**src/rtl/fir_tap_sequencer_if.sv**
```systemverilog
// Bundle of the sequencer's coefficient port, sample stream, ALU hookup and
// result stream. The slave side is the sequencer; the master side is the
// surrounding system, including the combinational MAC ALU that returns
// alu_sum_out.
interface fir_tap_sequencer_if #(
  parameter int AW = 7
);
  logic                 coef_we;
  logic [AW-1:0]        coef_addr;
  logic signed [15:0]   coef_data;
  logic                 in_valid;
  logic                 in_ready;
  logic signed [15:0]   in_data;
  logic signed [15:0]   alu_x;
  logic signed [15:0]   alu_b;
  logic signed [38:0]   alu_sum_in;
  logic signed [38:0]   alu_sum_out;
  logic                 y_valid;
  logic                 y_ready;
  logic signed [38:0]   y_data;

  modport master (
    output coef_we, coef_addr, coef_data, in_valid, in_data, alu_sum_out, y_ready,
    input  in_ready, alu_x, alu_b, alu_sum_in, y_valid, y_data
  );

  modport slave (
    input  coef_we, coef_addr, coef_data, in_valid, in_data, alu_sum_out, y_ready,
    output in_ready, alu_x, alu_b, alu_sum_in, y_valid, y_data
  );
endinterface

```
**src/rtl/fir_tap_sequencer.sv**
```systemverilog
// FIR tap sequencer: stores the last NTAPS samples in a circular delay line,
// walks every tap once per accepted sample through an external MAC ALU and
// holds the 39-bit result on a valid/ready output until it is consumed.
module fir_tap_sequencer #(
  parameter int NTAPS = 16,
  parameter int AW    = 7
) (
  input  logic               clk,
  input  logic               rst_n,
  fir_tap_sequencer_if.slave bus
);
  // Narrowest index that addresses NTAPS entries.
  localparam int            IW     = $clog2(NTAPS);
  localparam logic [IW-1:0] LAST   = IW'(NTAPS - 1);
  // NTAPS reduced mod 2**IW; adding it back after an underflowing subtract
  // yields the index modulo NTAPS even when NTAPS is not a power of two.
  localparam logic [IW-1:0] NT_MOD = IW'(NTAPS);
  localparam logic [AW:0]   NT_AW  = (AW+1)'(NTAPS);

  typedef enum logic [1:0] {IDLE, MAC, OUT} state_t;

  state_t             state_q, state_d;
  logic signed [15:0] delay_q [NTAPS];
  logic signed [15:0] coef_q  [NTAPS];
  logic [IW-1:0]      wr_ptr_q, newest_q, tap_q, rd_idx;
  logic signed [38:0] acc_q, y_data_q;
  logic               y_valid_q;
  logic               accept, coef_wr, last_tap;

  assign accept   = (state_q == IDLE) && bus.in_valid;
  // Coefficients only change between passes; out-of-range addresses are dropped.
  assign coef_wr  = (state_q == IDLE) && bus.coef_we && ({1'b0, bus.coef_addr} < NT_AW);
  assign last_tap = (tap_q == LAST);
  // Tap k reads the sample k steps older than the newest one.
  assign rd_idx   = (newest_q >= tap_q) ? (newest_q - tap_q)
                                        : (newest_q - tap_q + NT_MOD);

  assign bus.in_ready = (state_q == IDLE);
  assign bus.y_valid  = y_valid_q;
  assign bus.y_data   = y_data_q;

  // State register.
  always_ff @(posedge clk or negedge rst_n) begin
    if (!rst_n) state_q <= IDLE;
    else        state_q <= state_d;
  end

  // Next-state logic and ALU operand drive (operands are zero outside MAC).
  always_comb begin
    state_d        = state_q;
    bus.alu_x      = '0;
    bus.alu_b      = '0;
    bus.alu_sum_in = '0;
    unique case (state_q)
      IDLE: if (bus.in_valid) state_d = MAC;
      MAC: begin
        bus.alu_x      = delay_q[rd_idx];
        bus.alu_b      = coef_q[tap_q];
        bus.alu_sum_in = acc_q;
        if (last_tap) state_d = OUT;
      end
      OUT:     if (bus.y_ready) state_d = IDLE;
      default: state_d = IDLE;
    endcase
  end

  // Delay line, coefficient store, pointers, accumulator and result register.
  always_ff @(posedge clk or negedge rst_n) begin
    if (!rst_n) begin
      for (int i = 0; i < NTAPS; i++) begin
        delay_q[i] <= '0;
        coef_q[i]  <= '0;
      end
      wr_ptr_q  <= '0;
      newest_q  <= '0;
      tap_q     <= '0;
      acc_q     <= '0;
      y_data_q  <= '0;
      y_valid_q <= 1'b0;
    end else begin
      if (coef_wr) coef_q[bus.coef_addr[IW-1:0]] <= bus.coef_data;
      unique case (state_q)
        IDLE: begin
          if (accept) begin
            delay_q[wr_ptr_q] <= bus.in_data;
            newest_q          <= wr_ptr_q;
            wr_ptr_q          <= (wr_ptr_q == LAST) ? '0 : wr_ptr_q + 1'b1;
            acc_q             <= '0;
            tap_q             <= '0;
          end
        end
        MAC: begin
          acc_q <= bus.alu_sum_out;
          if (last_tap) begin
            tap_q     <= '0;
            y_data_q  <= bus.alu_sum_out;
            y_valid_q <= 1'b1;
          end else begin
            tap_q <= tap_q + 1'b1;
          end
        end
        OUT: if (bus.y_ready) y_valid_q <= 1'b0;
        default: ;
      endcase
    end
  end
endmodule
```
**src/flat_wrapper.sv**
```systemverilog
// flat-port wrapper written by rule: the top's interface ports become plain ports
module fir_tap_sequencer_flat 
#(
  parameter int NTAPS = 16,
  parameter int AW    = 7
)
  (clk, rst_n, bus_coef_we, bus_coef_addr, bus_coef_data, bus_in_valid, bus_in_data, bus_alu_sum_out, bus_y_ready, bus_in_ready, bus_alu_x, bus_alu_b, bus_alu_sum_in, bus_y_valid, bus_y_data);
  fir_tap_sequencer_if #(.AW(AW)) bus_i ();
  input  logic clk;
  input  logic rst_n;
  input wire logic [$bits(bus_i.coef_we)-1:0] bus_coef_we;
  input wire logic [$bits(bus_i.coef_addr)-1:0] bus_coef_addr;
  input wire logic [$bits(bus_i.coef_data)-1:0] bus_coef_data;
  input wire logic [$bits(bus_i.in_valid)-1:0] bus_in_valid;
  input wire logic [$bits(bus_i.in_data)-1:0] bus_in_data;
  input wire logic [$bits(bus_i.alu_sum_out)-1:0] bus_alu_sum_out;
  input wire logic [$bits(bus_i.y_ready)-1:0] bus_y_ready;
  output wire logic [$bits(bus_i.in_ready)-1:0] bus_in_ready;
  output wire logic [$bits(bus_i.alu_x)-1:0] bus_alu_x;
  output wire logic [$bits(bus_i.alu_b)-1:0] bus_alu_b;
  output wire logic [$bits(bus_i.alu_sum_in)-1:0] bus_alu_sum_in;
  output wire logic [$bits(bus_i.y_valid)-1:0] bus_y_valid;
  output wire logic [$bits(bus_i.y_data)-1:0] bus_y_data;
  assign bus_i.coef_we = bus_coef_we;
  assign bus_i.coef_addr = bus_coef_addr;
  assign bus_i.coef_data = bus_coef_data;
  assign bus_i.in_valid = bus_in_valid;
  assign bus_i.in_data = bus_in_data;
  assign bus_i.alu_sum_out = bus_alu_sum_out;
  assign bus_i.y_ready = bus_y_ready;
  assign bus_in_ready = bus_i.in_ready;
  assign bus_alu_x = bus_i.alu_x;
  assign bus_alu_b = bus_i.alu_b;
  assign bus_alu_sum_in = bus_i.alu_sum_in;
  assign bus_y_valid = bus_i.y_valid;
  assign bus_y_data = bus_i.y_data;
  fir_tap_sequencer #(.NTAPS(NTAPS), .AW(AW)) u_core (.clk(clk), .rst_n(rst_n), .bus(bus_i));
endmodule
```
**config.mk**
```make
export PLATFORM = sky130hd
export DESIGN_NAME = fir_tap_sequencer_flat
export DESIGN_NICKNAME = d
export VERILOG_FILES = /design/src/rtl/fir_tap_sequencer_if.sv /design/src/rtl/fir_tap_sequencer.sv /design/src/flat_wrapper.sv
export SDC_FILE = /design/constraint.sdc
export NUM_CORES = 1
export LEC_CHECK = 0
export BUFFER_PORTS_ARGS = -buffer_cell sky130_fd_sc_hd__buf_2
export CAP_MARGIN = 20
export CORE_ASPECT_RATIO = 1.4
export CORE_MARGIN = 3
export CORE_UTILIZATION = 41
export CTS_CLUSTER_DIAMETER = 50
export DETAILED_ROUTE_END_ITERATION = 10
export GPL_TIMING_DRIVEN = 1
export PLACE_DENSITY_LB_ADDON = 0.12
export SLEW_MARGIN = 30
export SYNTH_ARGS = -nofsm -noshare
export SYNTH_HDL_FRONTEND = slang
export SYNTH_SLANG_ARGS = --single-unit
```
**constraint.sdc**
```tcl
create_clock -name clk -period 8.5 [get_ports clk]
set_clock_uncertainty 0.2 [all_clocks]
set_input_delay 0.85 -clock clk [delete_from_list [all_inputs] [get_ports clk]]
set_output_delay 0.85 -clock clk [all_outputs]
set_load 0.05 [all_outputs]
```
## Yosys cells after proc, flatten, opt, wreduce, memory -nomap -nowiden

Index checks and enable logic that the tools add are counted.

- $add $sub $neg: 3
- $lt $le $gt $ge: 7
- Eq/ne operators: 8
- Muxes and demuxes: 28
- Bitwise operators: 4
- Reductions and logical operators: 13

Operators with widths:

| cell | count |
|---|---|
| 256-bit bitwise mux | 2 |
| 16-bit binary-select mux with 4-bit select | 2 |
| 16-bit demux with 4-bit select | 2 |
| 16-bit 2-to-1 mux | 8 |
| 39-bit 2-to-1 mux | 2 |
| 39-bit case mux with 2 select lines | 1 |
| 5-bit greater-or-equal comparator, second input constant | 4 |
| 4-bit inverter with 5-bit output | 4 |
| 4-bit 2-to-1 mux | 3 |
| 5-bit by 1-bit < comparator with 1-bit output, second input constant | 2 |
| 4-bit by 1-bit adder with 4-bit output, second input constant | 2 |
| 4-bit equality test, second input constant | 2 |
| 4-bit case mux with 2 select lines | 1 |
| 7-bit by 5-bit < comparator with 1-bit output, second input constant | 1 |
| 2-bit 2-to-1 mux | 3 |
| 2-bit case mux with 3 select lines | 1 |
| 2-bit AND reduction | 3 |
| 3-bit AND reduction | 2 |
| 1-bit logical AND | 5 |
| 2-bit by 1-bit != test with 1-bit output, second input constant | 2 |
| 2-bit != test, second input constant | 2 |
| 2-bit nonzero test | 2 |
| 4-bit subtractor | 1 |
| 2-bit by 1-bit equality test with 1-bit output, second input constant | 1 |
| 4 further kinds | 5 |

- Bits in registers: 605
- Input port bits: 83
- Output and inout bits: 112
- Word-level logic and storage cells: 102

## Longest topological paths before layout

Gate-level depths: netlist of run 1.

- Depth after elaboration: 6
- Depth in mapped cells: 9

## Least setup slack after synthesis of run 1

Ideal clock, no wire load.

- Kind: flip-flop to output port
- Start: reg u_core.tap_q[1]
- End: out bus_alu_x[0]
- Arrival time: 3.342 ns
- Data required time: 7.450 ns
- Setup slack: 4.108 ns
- Cell stages (with the launch flop): 10
- Buffers on the path: 4
- Cells stage by stage: dfrtp_1 -> buf_2 -> buf_1 -> inv_1 -> fa_1 -> clkbuf_1 -> clkbuf_1 -> mux4_2 -> mux2i_1 -> o22ai_1

- Word-level cells in the longest chain between the ends: 6

RTL lines:

| what | RTL line | text |
|---|---|---|
| from (decl) | fir_tap_sequencer.sv:25 | `logic [IW-1:0] wr_ptr_q, newest_q, tap_q, rd_idx;` |
| from (signal assigned) | fir_tap_sequencer.sv:99 | `tap_q <= tap_q + 1'b1;` |
| 4-bit subtractor | fir_tap_sequencer.sv:35, fir_tap_sequencer.sv:36 |  |
| 4-bit inverter with 5-bit output (not written as such) | fir_tap_sequencer.sv:57 | `bus.alu_x = delay_q[rd_idx];` |
| 16-bit binary-select mux with 4-bit select | fir_tap_sequencer.sv:57 |  |
| 16-bit 2-to-1 mux (not written as such) (2 in series) | fir_tap_sequencer.sv:57 |  |
| 16-bit 2-to-1 mux | fir_tap_sequencer.sv:54 | `unique case (state_q)` |
| to (decl) | flat_wrapper.sv:19 | `output wire logic [$bits(bus_i.alu_x)-1:0] bus_alu_x;` |

No other way between the ends. The select of a mux whose other input is x is not followed.

## Worst setup path after layout of run 1

- Start: reg u_core.tap_q[0]
- End: out bus_alu_x[9]

The elaborated chain is that of the path after synthesis.

==> results of run 1 <==
## power by group
group | switching [mW] | internal [mW] | leakage (nW)
Combinational | 2.74 | 1.74 | 5.97
Clock | 1.18 | 1.72 | 1.06
Sequential | 0.405 | 3.49 | 8.17
## state kept, by name, indices dropped and copies added (netlist names)
name and count:
u_core.coef_q 256, u_core.wr_ptr_q 4, u_core.state_q 2, u_core.delay_q 256
u_core.newest_q 4, u_core.tap_q 4, u_core.acc_q 39, u_core.bus.y_valid 1
u_core.bus.y_data 39
## critical path: cells and delay by family, from the launching register on
kind | cells | cell delay (ns)
AO/OA/AOI/OAI | 1 | 0.33
XOR/XNOR | 1 | 0.77
adder cells (fa/ha/maj) | 2 | 0.69
buffers and inverters | 3 | 0.89
flip-flops | 1 | 0.95
multiplexers | 1 | 0.14
## metal layers
layer,share of wire [%],track usage [%],up-vias,routed length [µm]
li1,-,-,6870,-
met1,42,25.6,8380,29200
met5,0,0,-,0
met3,2.9,2.67,98,2030
met4,2.4,6.01,0,1640
met2,53,35.8,216,36600
## cell families (layout without fill, tap and decap cells)
kind of cell,count (synthesis),count (layout)
multiplexers,745,745
flip-flops,605,605
AND/OR/NAND/NOR,202,202
buffers and inverters,146,339
AO/OA/AOI/OAI,88,88
adder cells (fa/ha/maj),9,9
XOR/XNOR,4,4
other,0,2
## area by class of cell
cell class	count	area [µm²]	share of cell area (%)
Timing Repair Buffer	217	1280	4.09
Sequential cell	605	15100	48.3
Clock buffer	101	1990	6.35
Multi-Input combinational cell	1048	11600	37.2
Clock inverter	15	190	0.607
Antenna cell	2	5.00	0.0160
Tap cell	847	1060	3.38
Inverter	6	22.5	0.0719
## per-stage QoR
stage / power, mW / utilization, % / setup slack [ns]
after floorplan: 7.19 / - / 4.11
after global placement: 8.39 / 44.0 / 3.32
after detailed placement: 8.47 / 44.1 / 3.25
after CTS: 11.4 / 47.5 / 2.58
after global routing: 11.8 / 47.6 / 2.77
final: 11.3 / 47.6 / 3.04
## worst max path at each step
stage | startpoint | endpoint | slack (ns) | cells after the start
after global placement | u_core.tap_q[1] | bus_alu_x[9] | 3.32 | 7
after global routing | u_core.tap_q[0] | bus_alu_x[9] | 2.77 | 8
after floorplan | u_core.tap_q[1] | bus_alu_x[0] | 4.11 | 9
final | u_core.tap_q[0] | bus_alu_x[9] | 3.04 | 8
after detailed placement | u_core.tap_q[1] | bus_alu_x[9] | 3.25 | 6
after CTS | u_core.tap_q[1] | bus_alu_x[9] | 2.58 | 6
## placed cells by master (no fill, tap or decap), drive strengths merged, types with 8 or more instances in the layout
master,n
ha,8
and2,41
mux4,128
o21ai,48
inv,11
mux2,551
mux2i,66
clkbuf,101
nand2,104
dfrtp,605
o22ai,33
nor2,19
buf,217
nand3,23
==> qor.yml, run 1 <==
grt_pass1_wl_um: 107000
rrSetupSlack_ns: 4.76
grt_start_max_net_pins: 170
p_leak_nw: 15.2
cts_root_buffer: "clkbuf_16"
synthFlopType: "dfrtp_1"
synth_commonest_cells: "dfrtp_1 (605), mux2_2 (541), mux4_2 (128)"
ys_warn_count: 0
nets: 2039
synth_top_family_by_area: "multiplexers"
synth-adder-area-share_pct: 0.439
synth.most_common_cell: "dfrtp_1"
power_density_nw_per_um2: 360
syn_inst: 1799
place_area_um2: 29100
crit_chain: "ha_4, inv_1, fa_4, xor2_4, buf_4, mux2i_1, o22ai_1, buf_2"
cts_max_level: 3
required_ns: 7.45
die_w_um: 224
holdBufCountCts: 0
synth_seq_cells: 605
io_pins: 195
cts_resized: 0
hpwlAfterDp_um: 40500
critPathKind: "register to primary output"
synthXorXnorAreaFrac_pct: 0.128
yosysSeqAreaShare_pct: 55.3
wl_per_cell_um: 24.5
min_period_ns: 5.46
via_per_inst: 5.48
ir_drop_mv: 0.344
antenna_found_initial: 4
final_area_um2: 31300
synth_compound_area_share_pct: 1.79
via_count: 15600
gp_congestion: 0.738
die_area_um2: 70000
clk_latency_ns: 0.61
area_delta_synth_final_pct: 14.5
hold_viol: 0
reg2reg_depth: 7
status: "completed"
cts_tree: "built"
final.period_utilization_pct: 64.3
fp-row-count: 111
overflow: 0
rsz0062_at_grt: "false"
cap_violations: 0
reg2reg_to: "u_core.bus.y_data[17]"
synth.net_count: 1891
drive_above_1_share_pct: 52.0
cts_buffers: 69
cp.arrival_ns: 4.41
synth_top_area_cell: "dfrtp_1"
maxSlewViolCount: 0
synth_simple_gate_area_share_pct: 4.06
cts_buffer_depth: 3
drtIter0Drc: 898
r2r_start: "u_core.tap_q[0]"
max_slew_margin_pct: 37.4
start_util_pct: 41.6
hold_path.class: "primary input to async pin"
grt_pass1_vias: 17100
setup_viol: 0
track_usage_pct: 20.1
final_cells: 2841
slowest_delay_ns: 0.95
cts_setup_buffers: 0
fin_tns_setup_ns: 0
antenna_left: 0
cts_sinks: 605
drc: 0
synth_area_um2: 27400
muxShareOfSynthArea_pct: 35.7
synth.avg_cell_area_um2: 15.2
placed_cells: 2720
n_fill_cell: 5860
fmax_ghz: 0.183
coreArea_um2: 65800
cpMaxStageDelayCell: "dfrtp_4"
async_reset_ff_share_pct: 100
synth_top_area_share_pct: 55.3
wirelength_um: 69500
yosys-top-cells-area: "dfrtp_1 (55%), mux2_2 (22%), mux4_2 (11%)"
startpoint_type: "register"
die-height_um: 312
timing.hold.ws_ns: 0.0208
synth_cell_types: 37
clk_pin_slew_ns: 0.06
worstPathMaxFanout: 35
worst_setup_path_end_kind: "primary output"
dr.pass1.iters: 5
tightest_slew_ns: 0.937
synth_edf_count: 0
io_buffer_count: 194
Note: power is estimated with default switching activity, not from simulation.
==> inputs of run 2 (changes only) <==
==> constraint.sdc (replaced) <==
create_clock -name clk -period 5.3 [get_ports clk]
set_clock_uncertainty 0.2 [all_clocks]
set_input_delay 0.53 -clock clk [delete_from_list [all_inputs] [get_ports clk]]
set_output_delay 0.53 -clock clk [all_outputs]
set_load 0.05 [all_outputs]
==> run 2 against run 1 <==
Compared with the run above:
- cell area rose by 1.9%
- final cell count is 1.9% higher
- sequential power up 59%
==> qor.yml, run 2 (synthesis results as in run 1) <==
status: "completed"
overflow: 0  # unchanged
cpMaxStageDelayCell: "fa_4"
largestRegisters: "u_core.coef_q (256), u_core.delay_q (256)"
coreArea_um2: 65800  # unchanged
cts_tree: "built"
tightest_slew_ns: 0.985  # +0.0481 ns
antenna_found_initial: 4  # unchanged
dr.pass1.iters: 5  # unchanged
nets: 2083  # +2.2%
cts_root_buffer: "clkbuf_16"
wirelength_um: 69300  # -0.27%
grt_start_max_net_pins: 138  # -19%
rrSetupSlack_ns: 2.01  # -2.75 ns
worstHoldStart: "bus_in_valid"
min_period_ns: 4.83
via_count: 15800  # +1.4%
fin_tns_setup_ns: 0  # unchanged
hold_viol: 0  # unchanged
via_per_inst: 5.45  # -0.53%
most-common-layout-cells: "dfrtp_1 (602), mux2_2 (541), buf_2 (193)"
required_ns: 4.57  # -2.88 ns
clk_latency_ns: 0.58  # -0.03 ns
io_pins: 195  # unchanged
cts_sinks: 605  # unchanged
critPathKind: "register to primary output"
maxSlewViolCount: 0  # unchanged
cts_max_level: 3  # unchanged
start_util_pct: 41.6  # unchanged
slowest_delay_ns: 1.19  # +0.24 ns
worstPathMaxFanout: 38  # +8.6%
drive_above_1_share_pct: 51.7  # -0.30 points
power_density_nw_per_um2: 574  # +60%
hold_path.class: "primary input to register"
cts_setup_buffers: 0  # unchanged
startpoint_type: "register"
crit_chain: "ha_4, inv_1, fa_4, buf_4, mux4_2, mux2i_1, o22ai_1, buf_2"
io_buffer_count: 194  # unchanged
critPathCapture: "bus_alu_x[9]"
drc: 0  # unchanged
max_slew_margin_pct: 34.2  # -3.3 points
antenna_left: 0  # unchanged
die_w_um: 224  # unchanged
setup_viol: 0  # unchanged
die-height_um: 312  # unchanged
cts_resized: 0  # unchanged
reg2reg_to: "u_core.coef_q[199]"
fmax_ghz: 0.207
die_area_um2: 70000  # unchanged
gp_congestion: 0.776  # +5.1%
cp-startpoint: "u_core.tap_q[0]"
place_ws_ns: 0.999  # -2.25 ns
grt_pass1_vias: 17300  # +1.5%
p_leak_nw: 15.5  # +1.9%
holdBufCountCts: 41  # +41
wl_per_cell_um: 23.9  # -2.1%
layout_commonest_cell: "dfrtp_1"
cts_buffer_depth: 3  # unchanged
cp.arrival_ns: 4.10  # -0.31 ns
area_delta_synth_final_pct: 16.6
track_usage_pct: 20.0  # -0.15 points
reg2reg_depth: 4  # -3
cap_violations: 0  # unchanged
clk_pin_slew_ns: 0.06  # about the same
r2r_start: "u_core.state_q[1]"
fin_ws_ns: 0.470  # -2.57 ns
final.period_utilization_pct: 91.1
fp-row-count: 111  # unchanged
grt_pass1_wl_um: 106000  # -0.21%
rsz0062_at_grt: "false"
hpwlAfterDp_um: 41100  # +1.4%
ir_drop_mv: 0.458  # +33%
power_mw: 18.3  # +63%
worst_setup_path_end_kind: "primary output"
drtIter0Drc: 788  # -12%
cts_buffers: 68  # -1.4%
[run 2: how the worst min path moves through the flow]
stage                          to  slack [ns]  depth (start not counted)
2_1_floorplan     u_core.acc_q[0]        0.03                          0
3_3_place_gp    u_core.coef_q[86]        0.28                          1
3_5_place_dp   u_core.coef_q[215]        0.29                          1
4_1_cts         u_core.state_q[0]        0.05                          3
5_1_grt         u_core.state_q[0]        0.14                          3
6_report        u_core.state_q[0]        0.08                          3
[run 2: cell type report]
class | count | area [µm²]
Antenna cell | 4 | 10.0
Clock inverter | 23 | 265
Clock buffer | 100 | 2100
Inverter | 6 | 22.5
Fill cell | 5834 | 33900
Timing Repair Buffer | 262 | 1690
Multi-Input combinational cell | 1048 | 11600
Sequential cell | 605 | 15100
Tap cell | 847 | 1060
[run 2: critical path: cells and delay by family (launching register included)]
family / cells / cell delay (ns)
multiplexers: 2 / 0.51
AO/OA/AOI/OAI: 1 / 0.12
adder cells (fa/ha/maj): 2 / 1.39
buffers and inverters: 3 / 0.69
flip-flops: 1 / 0.76
[run 2: layer usage]
layer / vias up / part of all wire, % / track usage [%]
met5: - / 0 / 0
li1: 6982 / - / -
met4: 0 / 2.2 / 6.16
met3: 87 / 3.2 / 3.13
met1: 8492 / 41 / 24.1
met2: 214 / 54 / 36.5
[run 2: per-stage QoR]
stage	hold slack (ns)	util, %	cells	instance area [µm²]
6_report	0.0833	48.5	2895	31900
5_1_grt	0.144	48.5	2892	31900
3_5_place_dp	0.287	44.3	2727	29100
2_1_floorplan	0.0344	-	1799	27400
3_3_place_gp	0.282	44.2	2725	29100
4_1_cts	0.0542	48.5	2891	31900
[run 2: power breakdown]
part           switching, mW  leakage, nW  internal (mW)
registers              0.570         8.17           5.60
logic                   4.47         6.15           2.82
clock network           1.89         1.17           3.00
==> inputs of run 3 (changes only) <==
--- a/config.mk
+++ b/config.mk
@@ -13,7 +13,7 @@
 export CTS_CLUSTER_DIAMETER = 50
 export DETAILED_ROUTE_END_ITERATION = 10
 export GPL_TIMING_DRIVEN = 1
-export PLACE_DENSITY_LB_ADDON = 0.12
+export PLACE_DENSITY = 0.56
 export SLEW_MARGIN = 30
 export SYNTH_ARGS = -nofsm -noshare
 export SYNTH_HDL_FRONTEND = slang
==> run 3 against run 2 <==
Compared with the run above:
- largest cell class unchanged
- clock power is 5.7% lower
- register-to-register slack better by 0.04 ns
- power is 1.3% lower
==> qor.yml, run 3 (synthesis results as in run 1) <==
status: "completed"
worst_setup_path_end_kind: "primary output"
most-common-layout-cells: "dfrtp_1 (602), mux2_2 (541), buf_2 (193)"
setup_viol: 0  # unchanged
die_w_um: 224  # unchanged
cts_setup_buffers: 0  # unchanged
wl_per_cell_um: 23.9  # about the same
gp_congestion: 0.758  # -2.3%
drc: 0  # unchanged
clk_pin_slew_ns: 0.06  # about the same
clk_latency_ns: 0.60  # +0.02 ns
max_slew_margin_pct: 39.5  # +5.3 points
overflow: 0  # unchanged
die_area_um2: 70000  # unchanged
rsz0062_at_grt: "false"
start_util_pct: 41.6  # unchanged
fmax_ghz: 0.220  # +6.1%
cp.arrival_ns: 3.82  # -0.28 ns
place_ws_ns: 1.31  # +0.310 ns
drtIter0Drc: 954  # +21%
hpwlAfterDp_um: 40700  # -0.90%
hold_path.class: "primary input to register"
fp-row-count: 111  # unchanged
fin_ws_ns: 0.748  # +0.279 ns
grt_start_max_net_pins: 149  # +8.0%
worstPathMaxFanout: 51  # +34%
cap_violations: 0  # unchanged
dr.pass1.iters: 4  # -1
final.period_utilization_pct: 85.9  # -5.3 points
antenna_left: 0  # unchanged
cts_tree: "built"
cts_root_buffer: "clkbuf_16"
startpoint_type: "register"
critPathKind: "register to primary output"
p_leak_nw: 15.4  # -0.64%
track_usage_pct: 20.0  # about the same
grt_pass1_vias: 17300  # -0.28%
io_buffer_count: 194  # unchanged
required_ns: 4.57  # about the same
area_delta_synth_final_pct: 15.9
grt_pass1_wl_um: 107000  # +0.16%
via_per_inst: 5.47  # +0.31%
min_period_ns: 4.55  # -0.279 ns
power_density_nw_per_um2: 571  # -0.66%
cts_buffer_depth: 3  # unchanged
nets: 2084  # +0.048%
hold_viol: 0  # unchanged
drive_above_1_share_pct: 51.2  # -0.54 points
cts_sinks: 605  # unchanged
final_area_um2: 31700  # -0.62%
timing.hold.ws_ns: 0.0853  # +0.00197 ns
die-height_um: 312  # unchanged
via_count: 15800  # +0.17%
place_area_um2: 29100  # about the same
wirelength_um: 69200  # about the same
cts_buffers: 69  # +1.5%
maxSlewViolCount: 0  # unchanged
largestRegisters: "u_core.coef_q (256), u_core.delay_q (256)"
fin_tns_setup_ns: 0  # unchanged
antenna_found_initial: 7  # +3
coreArea_um2: 65800  # unchanged
ir_drop_mv: 0.630  # +38%
cts_max_level: 3  # unchanged
io_pins: 195  # unchanged
tightest_slew_ns: 0.907  # -0.0776 ns
layout_commonest_cell: "dfrtp_1"
## run 3: cell count changes in the layout (fill, tap and decap cells not counted), moves of 2 or more
| cell | before | now |
|---|---|---|
| bufinv_16 | 5 | 2 |
| inv_6 | 1 | 6 |
| clkinv_2 | 11 | 7 |
| clkbuf_1 | 10 | 18 |
| clkinvlp_4 | 3 | 1 |
| clkbuf_16 | 73 | 70 |
| clkbuf_8 | 17 | 12 |
## run 3: routing by layer
layer / GRT usage [%] / part of all wire [%]
met5: 0 / 0.030
met4: 6.63 / 2.6
met1: 24.5 / 41
met3: 2.99 / 3.1
met2: 36.0 / 53
## run 3: area by class of cell
cell class	instances	area, µm²
clock inverters	19	191
multi-input cells	1048	11600
well taps	847	1060
diodes	4	10.0
fillers	5831	34100
flip-flops and latches	605	15100
repair buffers	262	1680
inverters	6	22.5
clock buffers	100	1980
## run 3: repair_timing
action / in CTS / in global routing
hold buffers: 41 / 0
endpoints found under the hold margin: 176 / 0
gates resized for setup: 0 / 0
## run 3: per-stage QoR
step,utilization (%),cells,total power [mW]
finish,48.2,2891,18.1
detailed placement,44.2,2726,13.6
CTS,48.2,2886,18.3
global placement,44.2,2725,13.5
floorplan,-,1799,11.5
global route,48.2,2889,19.0
## run 3: path summary, 6_finish.rpt
check,to,cells past startpoint,slack [ns],from
worst max-delay path,bus_alu_x[6],9,0.75,u_core.newest_q[0]
worst min register to register,u_core.newest_q[2],2,0.29,u_core.newest_q[2]
max in group asynchronous,u_core.coef_q[187],3,3.17,rst_n
min in group asynchronous,u_core.delay_q[32],2,0.41,rst_n
worst min-delay path,u_core.state_q[0],3,0.09,bus_in_valid
worst max register to register,u_core.coef_q[168],4,2.05,u_core.state_q[1]
## run 3: power breakdown
group,internal [mW],switching (mW),total (mW),leakage (nW)
Sequential,5.60,0.543,6.14,8.17
Clock,2.71,1.90,4.60,1.07
Combinational,2.83,4.53,7.36,6.15
## run 3: worst max-delay path, cell delays in order, from the launching register on
cell	delay [ns]
dfrtp_1	0.36
inv_1	0.09
ha_4	0.13
inv_1	0.05
fa_4	1.37
buf_4	0.38
mux4_2	0.33
mux2i_1	0.15
o22ai_1	0.10
buf_2	0.23
